$ cat src/rtl/mem_loader_pkg.sv
// mem_loader_pkg: loader state encoding and the byte-strobe to bit-mask helper
package mem_loader_pkg;
  typedef enum logic [2:0] {IDLE, FILL, WRITE, VERIFY_REQ, VERIFY_WAIT, FINISH} state_t;
  function automatic logic [31:0] strb_mask(input logic [3:0] s);
    return {{8{s[3]}}, {8{s[2]}}, {8{s[1]}}, {8{s[0]}}};
  endfunction
endpackage

$ cat src/rtl/mem_loader_if.sv
// mem_loader_if: byte-stream input and dmem write/read port bundle of the loader
interface mem_loader_if;
  logic in_valid;
  logic in_ready;
  logic [7:0] in_data;
  logic in_last;
  logic dmem_wready;
  logic dmem_wvalid;
  logic [31:0] dmem_waddr;
  logic [31:0] dmem_wdata;
  logic [3:0] dmem_wstrb;
  logic dmem_rready;
  logic dmem_rvalid;
  logic [31:0] dmem_raddr;
  logic dmem_rresp;
  logic [31:0] dmem_rdata;
  modport master (
    input in_valid, in_data, in_last, dmem_wvalid, dmem_rvalid, dmem_rresp, dmem_rdata,
    output in_ready, dmem_wready, dmem_waddr, dmem_wdata, dmem_wstrb, dmem_rready, dmem_raddr
  );
  modport slave (
    output in_valid, in_data, in_last, dmem_wvalid, dmem_rvalid, dmem_rresp, dmem_rdata,
    input in_ready, dmem_wready, dmem_waddr, dmem_wdata, dmem_wstrb, dmem_rready, dmem_raddr
  );
endinterface

$ cat src/rtl/mem_loader_byte_packer.sv
// byte_packer: little-endian byte-to-word packing with per-lane strobes and last flag
module byte_packer (
  input logic clk,
  input logic resetb,
  input logic clear,
  input logic take,
  input logic [7:0] data,
  input logic last_in,
  input logic consume,
  output logic [31:0] word,
  output logic [3:0] strb,
  output logic last,
  output logic fill_done
);
  logic [1:0] idx;
  assign fill_done = take && (idx == 2'd3 || last_in);
  // lane accumulation; a consumed or cleared word restarts at lane 0
  always_ff @(posedge clk or negedge resetb)
    if (!resetb) begin
      idx <= '0;
      word <= '0;
      strb <= '0;
      last <= 1'b0;
    end else if (clear || consume) begin
      idx <= '0;
      word <= '0;
      strb <= '0;
      last <= 1'b0;
    end else if (take) begin
      word[{idx, 3'b000} +: 8] <= data;
      strb[idx] <= 1'b1;
      idx <= idx + 2'd1;
      last <= last_in;
    end
endmodule

$ cat src/rtl/mem_loader.sv
// mem_loader: byte stream to dmem word loader; readback checksum verify when LOADER_VERIFY_EN is defined
module mem_loader
  import mem_loader_pkg::*;
#(
  parameter logic [31:0] BASE_ADDR = 32'h0002_0000,
  parameter int unsigned SIZE = 128 * 1024
) (
  input logic clk,
  input logic resetb,
  input logic start,
  mem_loader_if.master bus,
  output logic busy,
  output logic done,
  output logic error,
  output logic [15:0] word_count
);
  localparam logic [31:0] END_ADDR = BASE_ADDR + 32'(SIZE);
  state_t state, next;
  logic [31:0] ptr, ptr_nx, word;
  logic [3:0] strb;
  logic take, fill_done, wgrant, over, last, bad;
  assign take = bus.in_valid && bus.in_ready;
  assign wgrant = bus.dmem_wready && bus.dmem_wvalid;
  assign ptr_nx = ptr + 32'd4;
  assign over = wgrant && !last && ptr_nx == END_ADDR;
  byte_packer u_pack (
    .clk(clk),
    .resetb(resetb),
    .clear(state == IDLE),
    .take(take),
    .data(bus.in_data),
    .last_in(bus.in_last),
    .consume(wgrant),
    .word(word),
    .strb(strb),
    .last(last),
    .fill_done(fill_done)
  );
  assign bus.in_ready = state == FILL;
  assign bus.dmem_wready = state == WRITE;
  assign bus.dmem_waddr = ptr;
  assign bus.dmem_wdata = word;
  assign bus.dmem_wstrb = strb;
  assign busy = state != IDLE && state != FINISH;
  assign done = state == FINISH;
`ifdef LOADER_VERIFY_EN
  logic [31:0] csum, rsum, rsum_nx, rptr;
  logic [15:0] rcnt;
  logic [3:0] last_strb;
  logic rgrant, rdone;
  localparam state_t AFTER_LAST = VERIFY_REQ;
  assign rgrant = bus.dmem_rready && bus.dmem_rvalid;
  assign rdone = state == VERIFY_WAIT && bus.dmem_rresp && rcnt + 16'd1 == word_count;
  assign rsum_nx = rsum + (bus.dmem_rdata & (rdone ? strb_mask(last_strb) : '1));
  assign bad = rdone && rsum_nx != csum;
  assign bus.dmem_rready = state == VERIFY_REQ;
  assign bus.dmem_raddr = rptr;
  // write checksum, saved final strobe and readback pointer/count/sum
  always_ff @(posedge clk or negedge resetb)
    if (!resetb) begin
      csum <= '0;
      rsum <= '0;
      rptr <= '0;
      rcnt <= '0;
      last_strb <= '0;
    end else if (state == IDLE && start) begin
      csum <= '0;
      rsum <= '0;
      rptr <= BASE_ADDR;
      rcnt <= '0;
    end else begin
      if (wgrant) csum <= csum + (word & strb_mask(strb));
      if (wgrant && last) last_strb <= strb;
      if (state == VERIFY_WAIT && bus.dmem_rresp) begin
        rsum <= rsum_nx;
        rptr <= rptr + 32'd4;
        rcnt <= rcnt + 16'd1;
      end
    end
`else
  localparam state_t AFTER_LAST = FINISH;
  assign bad = 1'b0;
  assign bus.dmem_rready = 1'b0;
  assign bus.dmem_raddr = '0;
`endif
  // state register, write pointer, word counter and sticky error
  always_ff @(posedge clk or negedge resetb)
    if (!resetb) begin
      state <= IDLE;
      ptr <= '0;
      word_count <= '0;
      error <= 1'b0;
    end else begin
      state <= next;
      if (state == IDLE && start) begin
        ptr <= BASE_ADDR;
        word_count <= '0;
        error <= 1'b0;
      end
      if (wgrant) begin
        ptr <= ptr_nx;
        word_count <= word_count + 16'd1;
      end
      if (over || bad) error <= 1'b1;
    end
  // next state: a granted write ends the image, overflows, or returns to filling
  always_comb begin
    next = state;
    case (state)
      IDLE: next = start ? FILL : IDLE;
      FILL: next = fill_done ? WRITE : FILL;
      WRITE: next = !wgrant ? WRITE : last ? AFTER_LAST : over ? FINISH : FILL;
`ifdef LOADER_VERIFY_EN
      VERIFY_REQ: next = rgrant ? VERIFY_WAIT : VERIFY_REQ;
      VERIFY_WAIT: next = rdone ? FINISH : bus.dmem_rresp ? VERIFY_REQ : VERIFY_WAIT;
`endif
      FINISH: next = IDLE;
      default: next = IDLE;
    endcase
  end
endmodule
$ cat src/flat_wrapper.sv
// flat-port wrapper written by rule: the top's interface ports become plain ports
module mem_loader_flat import mem_loader_pkg::*;
#(
  parameter logic [31:0] BASE_ADDR = 32'h0002_0000,
  parameter int unsigned SIZE = 128 * 1024
)
  (clk, resetb, start, busy, done, error, word_count, bus_in_valid, bus_in_data, bus_in_last, bus_dmem_wvalid, bus_dmem_rvalid, bus_dmem_rresp, bus_dmem_rdata, bus_in_ready, bus_dmem_wready, bus_dmem_waddr, bus_dmem_wdata, bus_dmem_wstrb, bus_dmem_rready, bus_dmem_raddr);
  mem_loader_if bus_i ();
  input logic clk;
  input logic resetb;
  input logic start;
  output logic busy;
  output logic done;
  output logic error;
  output logic [15:0] word_count;
  input wire logic [$bits(bus_i.in_valid)-1:0] bus_in_valid;
  input wire logic [$bits(bus_i.in_data)-1:0] bus_in_data;
  input wire logic [$bits(bus_i.in_last)-1:0] bus_in_last;
  input wire logic [$bits(bus_i.dmem_wvalid)-1:0] bus_dmem_wvalid;
  input wire logic [$bits(bus_i.dmem_rvalid)-1:0] bus_dmem_rvalid;
  input wire logic [$bits(bus_i.dmem_rresp)-1:0] bus_dmem_rresp;
  input wire logic [$bits(bus_i.dmem_rdata)-1:0] bus_dmem_rdata;
  output wire logic [$bits(bus_i.in_ready)-1:0] bus_in_ready;
  output wire logic [$bits(bus_i.dmem_wready)-1:0] bus_dmem_wready;
  output wire logic [$bits(bus_i.dmem_waddr)-1:0] bus_dmem_waddr;
  output wire logic [$bits(bus_i.dmem_wdata)-1:0] bus_dmem_wdata;
  output wire logic [$bits(bus_i.dmem_wstrb)-1:0] bus_dmem_wstrb;
  output wire logic [$bits(bus_i.dmem_rready)-1:0] bus_dmem_rready;
  output wire logic [$bits(bus_i.dmem_raddr)-1:0] bus_dmem_raddr;
  assign bus_i.in_valid = bus_in_valid;
  assign bus_i.in_data = bus_in_data;
  assign bus_i.in_last = bus_in_last;
  assign bus_i.dmem_wvalid = bus_dmem_wvalid;
  assign bus_i.dmem_rvalid = bus_dmem_rvalid;
  assign bus_i.dmem_rresp = bus_dmem_rresp;
  assign bus_i.dmem_rdata = bus_dmem_rdata;
  assign bus_in_ready = bus_i.in_ready;
  assign bus_dmem_wready = bus_i.dmem_wready;
  assign bus_dmem_waddr = bus_i.dmem_waddr;
  assign bus_dmem_wdata = bus_i.dmem_wdata;
  assign bus_dmem_wstrb = bus_i.dmem_wstrb;
  assign bus_dmem_rready = bus_i.dmem_rready;
  assign bus_dmem_raddr = bus_i.dmem_raddr;
  mem_loader #(.BASE_ADDR(BASE_ADDR), .SIZE(SIZE)) u_core (.clk(clk), .resetb(resetb), .start(start), .bus(bus_i), .busy(busy), .done(done), .error(error), .word_count(word_count));
endmodule
$ cat config.mk
export PLATFORM = sky130hd
export DESIGN_NAME = mem_loader_flat
export DESIGN_NICKNAME = d
export VERILOG_FILES = /design/src/rtl/mem_loader_pkg.sv /design/src/rtl/mem_loader_if.sv /design/src/rtl/mem_loader_byte_packer.sv /design/src/rtl/mem_loader.sv /design/src/flat_wrapper.sv
export SDC_FILE = /design/constraint.sdc
export NUM_CORES = 1
export LEC_CHECK = 0
export ABC_AREA = 1
export BUFFER_PORTS_ARGS = -buffer_cell sky130_fd_sc_hd__clkbuf_2
export CAP_MARGIN = 20
export CORE_MARGIN = 2
export CORE_UTILIZATION = 53
export CTS_CLUSTER_DIAMETER = 200
export CTS_CLUSTER_SIZE = 16
export DETAILED_ROUTE_END_ITERATION = 8
export PLACE_DENSITY_LB_ADDON = 0.05
export SYNTH_ARGS = -nofsm -noshare
export SYNTH_HDL_FRONTEND = slang
export SYNTH_SLANG_ARGS = --single-unit
$ cat constraint.sdc
create_clock -name clk -period 5.85 [get_ports clk]
set_input_delay 1.17 -clock clk [delete_from_list [all_inputs] [get_ports clk]]
set_output_delay 1.17 -clock clk [all_outputs]
set_load 0.01 [all_outputs]
==> results_dict.tcl, run 1 <==
set metrics [dict create \
    die_area_um2 10570 \
    power_density_nw_per_um2 294.2 \
    rsz0062_at_grt "no" \
    cts_hold_buf 0 \
    antenna_cells 0 \
    track_usage_pct 27.14 \
    synth_top_area_share_pct 43.03 \
    grt_max_degree 64 \
    fin_worst_skew_ns 0.01018 \
    finalNetCount 849 \
    pwr-share-seq_pct 41.4 \
    ys_async_sr_fraction_pct 100.0 \
    worst_pin_slew_ns 0.7958 \
    yosys.area.top_type "dfrtp_1" \
    pin_count 170 \
    dieHeight_um 102.8 \
    syn_inst 692 \
    fin_tns_setup_ns 0 \
    switching_share_pct 39.13 \
    drt_iter0_markers 209 \
    synth-compound-area-share_pct 12.04 \
    clock-sinks 89 \
    synth_simple_gate_area_share_pct 30.22 \
    path_class "input port to flop" \
    row_count 36 \
    ys_top_cells_by_count "181 x nand2_1, 89 x dfrtp_1, 83 x inv_1, 82 x nor2_1, 61 x o21ai_0" \
    post_cts_buffers 0 \
    ir_drop_uv 251.6 \
    drv_cap 0 \
    synth_top_family_by_area "simple AND/OR/NAND/NOR gates" \
    hold_class "flop to flop" \
    drv_slew 0 \
    ant_nets 0 \
    ys_ff_latch 89 \
    cts_buffer_depth 2 \
    period_share_pct 48.51 \
    ys_types 35 \
    ctsResizeCount 0 \
    clock_power_share_pct 27.4 \
    areaGrowthSynthToFinish_pct 14.02 \
    worstPathRequired_ns 6.11 \
    cp.arrival_ns 3.10 \
    outcome "completed" \
    setup_viol 0 \
    synthAdderAreaFrac_pct 1.692 \
    switchingPower_mw 0.6796 \
    grt_pass1_vias 4500 \
    synth_mux_area_share_pct 0.1934 \
    initial_core_util_pct 53.70 \
    dr.pass1.iters 5 \
    power.internal_mw 1.057 \
    start_kind "input port" \
    hpwl_um 9968 \
    cts-root-buf "clkbuf_8" \
    routabilityCongestion 0.8830 \
    synth-xor-area-share_pct 0.6768 \
    vias 4843 \
    vias_per_cell 5.202 \
    cts_buffers 9 \
    wl_per_cell_um 14.49 \
    fin_ws_ns 3.012 \
    ys.warnings.count 0 \
    syn_avg_cell_area_um2 7.480 \
    antenna_found_initial 0 \
    drive_gt1_share_pct 18.17 \
    overflow 0 \
    p_comb_share_pct 31.3 \
    leakagePower_nw 3.015 \
    die_x_um 102.8 \
    post-synth-top-count-cell "nand2_1" \
    cp-end-kind "flop" \
    fin_crit_ns 2.838 \
    grt_pass1_wl_um 22160 \
    wl_um 13490 \
    core_area_um2 9639 \
    htreeDepth 3 \
    fmax_mhz 352.4 \
    syn_area_um2 5176 \
    synth_edf_count 0 \
    cts_tree "built" \
    clk_latency_ns 0.37 \
    slew_headroom_pct 46.95 \
    synthFlopType "dfrtp_1" \
    ys_seq_area_share_pct 43.03 \
    clk_pin_slew_worst_paths_ns 0.09 \
    numPortBuffers 100 \
    worstPathMaxFanout 28 \
    yosys-top-cells-area "dfrtp_1 43%, nand2_1 13%, inv_1 6.0%" \
    post-place-ws_ns 2.594 \
    hold_violations 0 \
    post-route-drc-count 0 \
]
[metrics by stage]
step           hold slack (ns)  util, %  instances  cell area (um^2)  power [mW]
6_report                0.4945    61.23        931              5902       1.737
5_1_grt                 0.5279    61.23        931              5902       1.851
4_1_cts                 0.4972    61.23        931              5902       1.741
3_5_place_dp            0.4752    58.98        916              5685       1.267
3_3_place_gp            0.4674    58.98        916              5685       1.262
2_1_floorplan           0.5076        -        726              5304       1.103
[path summary, 6_finish.rpt]
path / start / to / slack (ns) / cells after the start
max in group asynchronous: resetb / u_core.bus.dmem_waddr[5] / 4.00 / 2
setup reg to reg: u_core.state[2] / u_core.word_count[13] / 3.34 / 9
hold reg to reg: u_core.u_pack.word[31] / u_core.u_pack.word[31] / 0.49 / 2
setup / recovery: bus_dmem_wvalid / u_core.word_count[13] / 3.01 / 9
hold / removal: u_core.u_pack.word[31] / u_core.u_pack.word[31] / 0.49 / 2
min in group asynchronous: resetb / u_core.bus.dmem_waddr[13] / 0.70 / 1
[sequential cells by signal, indices dropped and copies added, names as in the netlist]
signal,cells
u_core.u_pack.strb,4
u_core.u_pack.word,32
u_core.bus.dmem_waddr,30
u_core.state,3
u_core.u_pack.idx,2
u_core.word_count,16
u_core.error,1
u_core.u_pack.last,1
[cell type report]
cell class / count / area (um^2)
Clock buffer: 10 / 137.6
Sequential cell: 89 / 2227
Timing Repair Buffer: 102 / 518.0
Clock inverter: 5 / 78.83
Tap cell: 133 / 166.4
Fill cell: 949 / 3737
Multi-Input combinational cell: 506 / 2451
Inverter: 86 / 322.8
[power by group through the flow]
stage / Sequential (mW) / Combinational [mW] / Clock (mW)
after floorplan: 0.744 / 0.359 / 0
after global routing: 0.727 / 0.612 / 0.513
after CTS: 0.718 / 0.541 / 0.482
after detailed placement: 0.729 / 0.538 / 0
after global placement: 0.728 / 0.534 / 0
final: 0.718 / 0.543 / 0.476
[routing by layer]
layer  track usage, %  part of all wire (%)  vias up
met5                0                     0        -
met2            42.68                    48      161
met4            8.907                   1.6        0
met1            38.26                    46     2294
met3            5.017                   5.2       17
li1                 -                     -     2371
[logic make-up after synthesis]
family / count (synthesis)
AO/OA/AOI/OAI: 106
AND/OR/NAND/NOR: 353
buffers and inverters: 131
adder cells (fa/ha/maj): 7
flip-flops: 89
XOR/XNOR: 4
other: 1
multiplexers: 1
[worst max-delay path, stage by stage]
cell and delay (ns):
clkbuf_2 0.09, inv_1 0.05, nor2_4 0.61, inv_2 0.40, nor3_4 0.30, nand3_1 0.11, nor2_1 0.15, nand2_1 0.08
mux2i_1 0.12
[cell usage in the layout, fill, tap and decap left out, types with 2 or more instances in the layout]
cell       count
nand3_2        2
buf_4          3
a31oi_1        2
o22ai_1       13
nand2_4        2
o31ai_1        8
inv_1         83
clkbuf_2      99
inv_2          3
conb_1        35
dfrtp_1       89
clkinv_2       2
a22oi_1        2
nor2_2         5
nand2_2        4
nor2_1        82
nand2_1      181
bufinv_16      2
a21oi_1       11
ha_1           7
a32o_1         6
o21ai_0       61
nor2_4         8
nand3_1       48
nand4_1       12
xor2_1         3
nor3_1         6
clkbuf_8      10
(Power assumes the default switching activity.)
==> inputs of run 2 (changes only) <==
Settings changed: ABC_AREA 1 to 0, CORE_UTILIZATION 53 to 51.
Clock period 5.85 ns to 2.8 ns, I/O delays scaled along.
==> run 2 against run 1 <==
Final cell count decreased by 18%. Global-route usage decreased by 3.8 points. Setup slack lost 2.8 ns. Sequential cell count unchanged.
==> results_dict.tcl, run 2 <==
set metrics [dict create \
    areaGrowthSynthToFinish_pct 15.06 \
    wl_per_cell_um 15.42 \
    wl_um 11710 \
    hold_violations 0 \
    die_area_um2 10340 \
    core_area_um2 9240 \
    ff2ff_setup_slack_ns 0.23 \
    post-place-ws_ns 0.2464 \
    drt_iter0_markers 235 \
    hold_class "input port to asynchronous set/reset pin" \
    post-route-drc-count 0 \
    setup_viol 0 \
    p_comb_share_pct 24.7 \
    yosys-top-cells-area "dfrtp_1 46%, buf_4 5.6%, a22o_1 5.2%" \
    outcome "completed" \
    leakagePower_nw 2.760 \
    post-synth-top-count-cell "dfrtp_1" \
    cts_hold_buf 0 \
    numPortBuffers 100 \
    drv_cap 0 \
    drive_gt1_share_pct 22.22 \
    antenna_found_initial 0 \
    drv_slew 0 \
    switchingPower_mw 1.096 \
    ys_types 53 \
    switching_share_pct 34.98 \
    grt_pass1_vias 3818 \
    fmax_mhz 389.3 \
    worstPathRequired_ns 3.09 \
    slew_headroom_pct 51.40 \
    period_share_pct 91.74 \
    row_count 35 \
    vias 4258 \
    fin_worst_skew_ns 0.01423 \
    yosys.area.top_type "dfrtp_1" \
    multi_input_area_um2 2355 \
    clk_pin_slew_worst_paths_ns 0.10 \
    path_class "flop to flop" \
    grt_max_degree 47 \
    die_x_um 101.7 \
    dr.pass1.iters 5 \
    fin_tns_setup_ns 0 \
    htreeDepth 3 \
    synth_edf_count 0 \
    ant_nets 0 \
    antenna_cells 0 \
    rsz0062_at_grt "no" \
    syn_area_um2 4868 \
    ys.warnings.count 0 \
    grt_pass1_wl_um 19100 \
    clock-sinks 89 \
    ys_seq_area_share_pct 45.75 \
    worstPathMaxFanout 7 \
    hpwl_um 8449 \
    track_usage_pct 23.33 \
    top_register "u_core.u_pack.word" \
    crit_start "u_core.bus.dmem_waddr[2]" \
    power_mw 3.133 \
    path_buf_inv 1 \
    power_density_nw_per_um2 559.4 \
    cts_tree "built" \
    cts_buffers 9 \
    initial_core_util_pct 52.69 \
    synthFlopType "dfrtp_1" \
    synth_top_area_share_pct 45.75 \
    fill_cells 838 \
    fin_ws_ns 0.2312 \
    clk_latency_ns 0.36 \
    rr_startpoint "u_core.bus.dmem_waddr[2]" \
    power.internal_mw 2.037 \
    cp.arrival_ns 2.86 \
    slowest_stage "or4_1" \
    clock_power_share_pct 29.4 \
    syn_inst 530 \
    crit_chain "ha_1, nand4_1, nor4_1, buf_4, xor2_1, or4_1, a211oi_1, nand4_1, a21oi_1" \
    cts_buffer_depth 2 \
    worst_pin_slew_ns 0.7291 \
    overflow 0 \
    ctsResizeCount 0 \
    cp-end-kind "flop" \
    finalNetCount 680 \
    ys_top_cells_by_count "89 x dfrtp_1, 65 x nand2_1, 50 x o21ai_0, 36 x buf_4, 36 x nor2_1" \
    syn_avg_cell_area_um2 9.186 \
    register_area_um2 2227 \
    routabilityCongestion 0.8273 \
    ys_async_sr_fraction_pct 100.0 \
    ir_drop_uv 347.6 \
    start_kind "flop" \
    hold-worst-slack_ns 0.1960 \
    layout_commonest_cell "clkbuf_2" \
    ys_ff_latch 89 \
    largest_reg_flops 32 \
    post_cts_buffers 0 \
    cts-root-buf "clkbuf_8" \
    dieHeight_um 101.7 \
    slowest_delay_ns 0.49 \
    final_cell_mix "99 x clkbuf_2, 89 x dfrtp_1, 65 x nand2_1" \
    pin_count 170 \
    pwr-share-seq_pct 45.9 \
    vias_per_cell 5.610 \
    fin_crit_ns 2.569 \
    critPathTopFamily "simple AND/OR/NAND/NOR gates" \
    cpMostUsedCell "nand4_1" \
]
run 2: final timing paths:
path                                        endpoint  cells after the start
setup reg to reg                     u_core.state[2]                      9
max in group asynchronous  u_core.bus.dmem_waddr[21]                      2
hold reg to reg               u_core.u_pack.word[15]                      2
hold / removal                  u_core.word_count[9]                      1
setup / recovery                     u_core.state[2]                      9
min in group clk                  u_core.u_pack.last                      3
run 2: cell type report:
type                       count  area share (%)
clock inverter                 6           1.296
multi-input combinational    402           42.04
tap                          129           2.881
sequential                    89           39.76
clock buffer                  10           2.278
inverter                       8          0.5361
timing repair buffer         115           11.21
run 2: kinds of logic (layout without fill, tap and decap cells):
family                     after synthesis  in the layout  share of synthesized area [%]
AOI/OAI and AO/OA                      141            141                          18.92
xor gates and xnor gates                18             18                          3.238
DFF                                     89             89                          45.75
other                                    1             35                        0.07703
muxes                                    3              3                         0.6168
and+or+nand+nor                        198            198                          21.05
adders and majority gates                7              7                          1.799
buffers and inverters                   73            139                          8.558
run 2: power by group through the flow:
stage / registers [mW] / logic [mW] / clock network, mW
finish: 1.44 / 0.775 / 0.921
global placement: 1.46 / 0.771 / 0
detailed placement: 1.46 / 0.783 / 0
global route: 1.45 / 0.869 / 0.987
CTS: 1.44 / 0.785 / 0.933
floorplan: 1.49 / 0.485 / 0
run 2: stage by stage:
step / util, % / std cells / area, um^2
3_5_place_dp: 58.46 / 743 / 5401
4_1_cts: 60.62 / 759 / 5602
2_1_floorplan: - / 564 / 4996
3_3_place_gp: 58.46 / 743 / 5401
6_report: 60.62 / 759 / 5602
5_1_grt: 60.62 / 759 / 5602
run 2: routing by layer:
| metal | wire length (um) | track usage, % | share of wire [%] | up-vias |
|---|---|---|---|---|
| met5 | 0 | 0 | 0 | - |
| met2 | 5293 | 35.32 | 45 | 139 |
| met1 | 5585 | 34.88 | 48 | 2067 |
| li1 | - | - | - | 2033 |
| met3 | 571 | 2.692 | 4.9 | 19 |
| met4 | 256 | 7.900 | 2.2 | 0 |
==> inputs of run 3 (changes only) <==
Settings changed: CELL_PAD_IN_SITES_DETAIL_PLACEMENT from default to 0, CELL_PAD_IN_SITES_GLOBAL_PLACEMENT from default to 2, CORE_UTILIZATION 51 to 29.
==> run 3 against run 2 <==
Final area up 7.0%. Critical path depth is the same. Core utilization is 24 points lower. Wire length is 24% higher. Register-to-register slack hardly changed. Fmax down 0.55%. Clock-buffer cell count stayed put. Highest routed layer unchanged.
==> results_dict.tcl, run 3 (synthesis results as in run 2) <==
set metrics [dict create \
    grt_max_degree 46 \
    setup_viol 0 \
    die_area_um2 17840 \
    finalNetCount 697 \
    cts_tree "built" \
    power_mw 3.650 \
    path_class "flop to flop" \
    cts-root-buf "clkbuf_16" \
    ant_nets 0 \
    core_area_um2 16520 \
    routabilityCongestion 0.7725 \
    vias_per_cell 4.963 \
    overflow 0 \
    power_density_nw_per_um2 608.9 \
    track_usage_pct 16.43 \
    dp.cells 851 \
    cts_buffer_depth 2 \
    worstPathMaxFanout 5 \
    slew_headroom_pct 36.68 \
    period_share_pct 92.25 \
    placed_area_um2 5655 \
    layout_commonest_cell "clkbuf_2" \
    ff2ff_setup_slack_ns 0.22 \
    fin_worst_skew_ns 0.01155 \
    cp.arrival_ns 2.84 \
    fmax_mhz 387.2 \
    instances_no_fill 867 \
    drive_gt1_share_pct 24.57 \
    wl_um 14470 \
    wl_per_cell_um 16.69 \
    antenna_found_initial 0 \
    dieHeight_um 133.6 \
    ir_drop_uv 270.4 \
    largest_reg_flops 32 \
    drt_iter0_markers 298 \
    drv_cap 0 \
    dr.pass1.iters 5 \
    hold_class "input port to asynchronous set/reset pin" \
    hold-worst-slack_ns 0.2168 \
    htreeDepth 3 \
    die_x_um 133.6 \
    final_cell_mix "99 x clkbuf_2, 89 x dfrtp_1, 65 x nand2_1" \
    worstPathRequired_ns 3.06 \
    worst_pin_slew_ns 0.9498 \
    hold_violations 0 \
    areaGrowthSynthToFinish_pct 23.13 \
    top_register "u_core.u_pack.word" \
    grt_pass1_vias 4168 \
    numPortBuffers 100 \
    leakagePower_nw 2.914 \
    row_count 47 \
    antenna_cells 0 \
    hpwl_um 10340 \
    fin_tns_setup_ns 0 \
    fin_crit_ns 2.583 \
    initial_core_util_pct 29.46 \
    cts_buffers 9 \
    cp-end-kind "flop" \
    vias 4303 \
    clock-sinks 89 \
    design_area_um2 5995 \
    outcome "completed" \
    start_kind "flop" \
    cts_hold_buf 0 \
    clk_pin_slew_worst_paths_ns 0.07 \
    rsz0062_at_grt "no" \
    post-route-drc-count 0 \
    grt_pass1_wl_um 23010 \
    drv_slew 0 \
    pin_count 170 \
    clk_latency_ns 0.35 \
]
[run 3: cell count changes in the layout (fill, tap and decap cells not counted), sizes merged]
| cell | delta |
|---|---|
| bufinv | +1 |
| buf | +17 |
| clkinv | -1 |
[run 3: critical path: stages (launching register included)]
cell and delay, ns:
dfrtp_1 0.35, ha_1 0.25, nand4_1 0.20, nor4_2 0.33, buf_4 0.17, xor2_1 0.07, or4_1 0.48, a211oi_1 0.26
nand4_1 0.20, a21oi_1 0.18
[run 3: stage by stage]
stage / setup WS, ns / utilization, %
floorplan: 0.3851 / -
detailed placement: 0.1763 / 34.22
global route: 0.004907 / 36.28
CTS: 0.1517 / 36.24
global placement: 0.1643 / 34.22
finish: 0.2170 / 36.28
[run 3: report_power, final]
| part | total, mW | internal (mW) | leakage, nW | switching [mW] |
|---|---|---|---|---|
| Combinational | 0.830 | 0.253 | 1.52 | 0.577 |
| Clock | 1.38 | 0.817 | 0.160 | 0.561 |
| Sequential | 1.44 | 1.37 | 1.23 | 0.0729 |
| Total | 3.65 | 2.44 | 2.91 | 1.21 |
[run 3: worst paths after layout]
path                       cells past startpoint                         to                     start
hold reg to reg                                2     u_core.u_pack.word[15]    u_core.u_pack.word[15]
hold / removal                                 1      u_core.word_count[10]                    resetb
min in group clk                               2     u_core.u_pack.word[15]    u_core.u_pack.word[15]
max in group asynchronous                      2  u_core.bus.dmem_waddr[19]                    resetb
setup reg to reg                               9            u_core.state[2]  u_core.bus.dmem_waddr[2]
setup / recovery                               9            u_core.state[2]  u_core.bus.dmem_waddr[2]
[run 3: area by class of cell]
type	count	area (um^2)
multi-input cells	402	2361
inverters	8	30.03
well taps	220	275.3
flip-flops and latches	89	2227
clock buffers	10	239.0
fillers	1721	10530
repair buffers	132	768.2
clock inverters	6	93.84
[run 3: repair_timing]
action	CTS	global route
endpoints found under the setup margin	0	1
buffers inserted	0	0
gates resized for setup	0	1
endpoints found under the hold margin	0	0
[run 3: layer usage]
metal  share of wire (%)  vias up  track usage, %
met4                 1.4        0           5.674
met2                  44      133           24.63
met1                  49     2091           23.51
li1                    -     2066               -
met3                 5.6       13           3.463
met5                   0        -               0
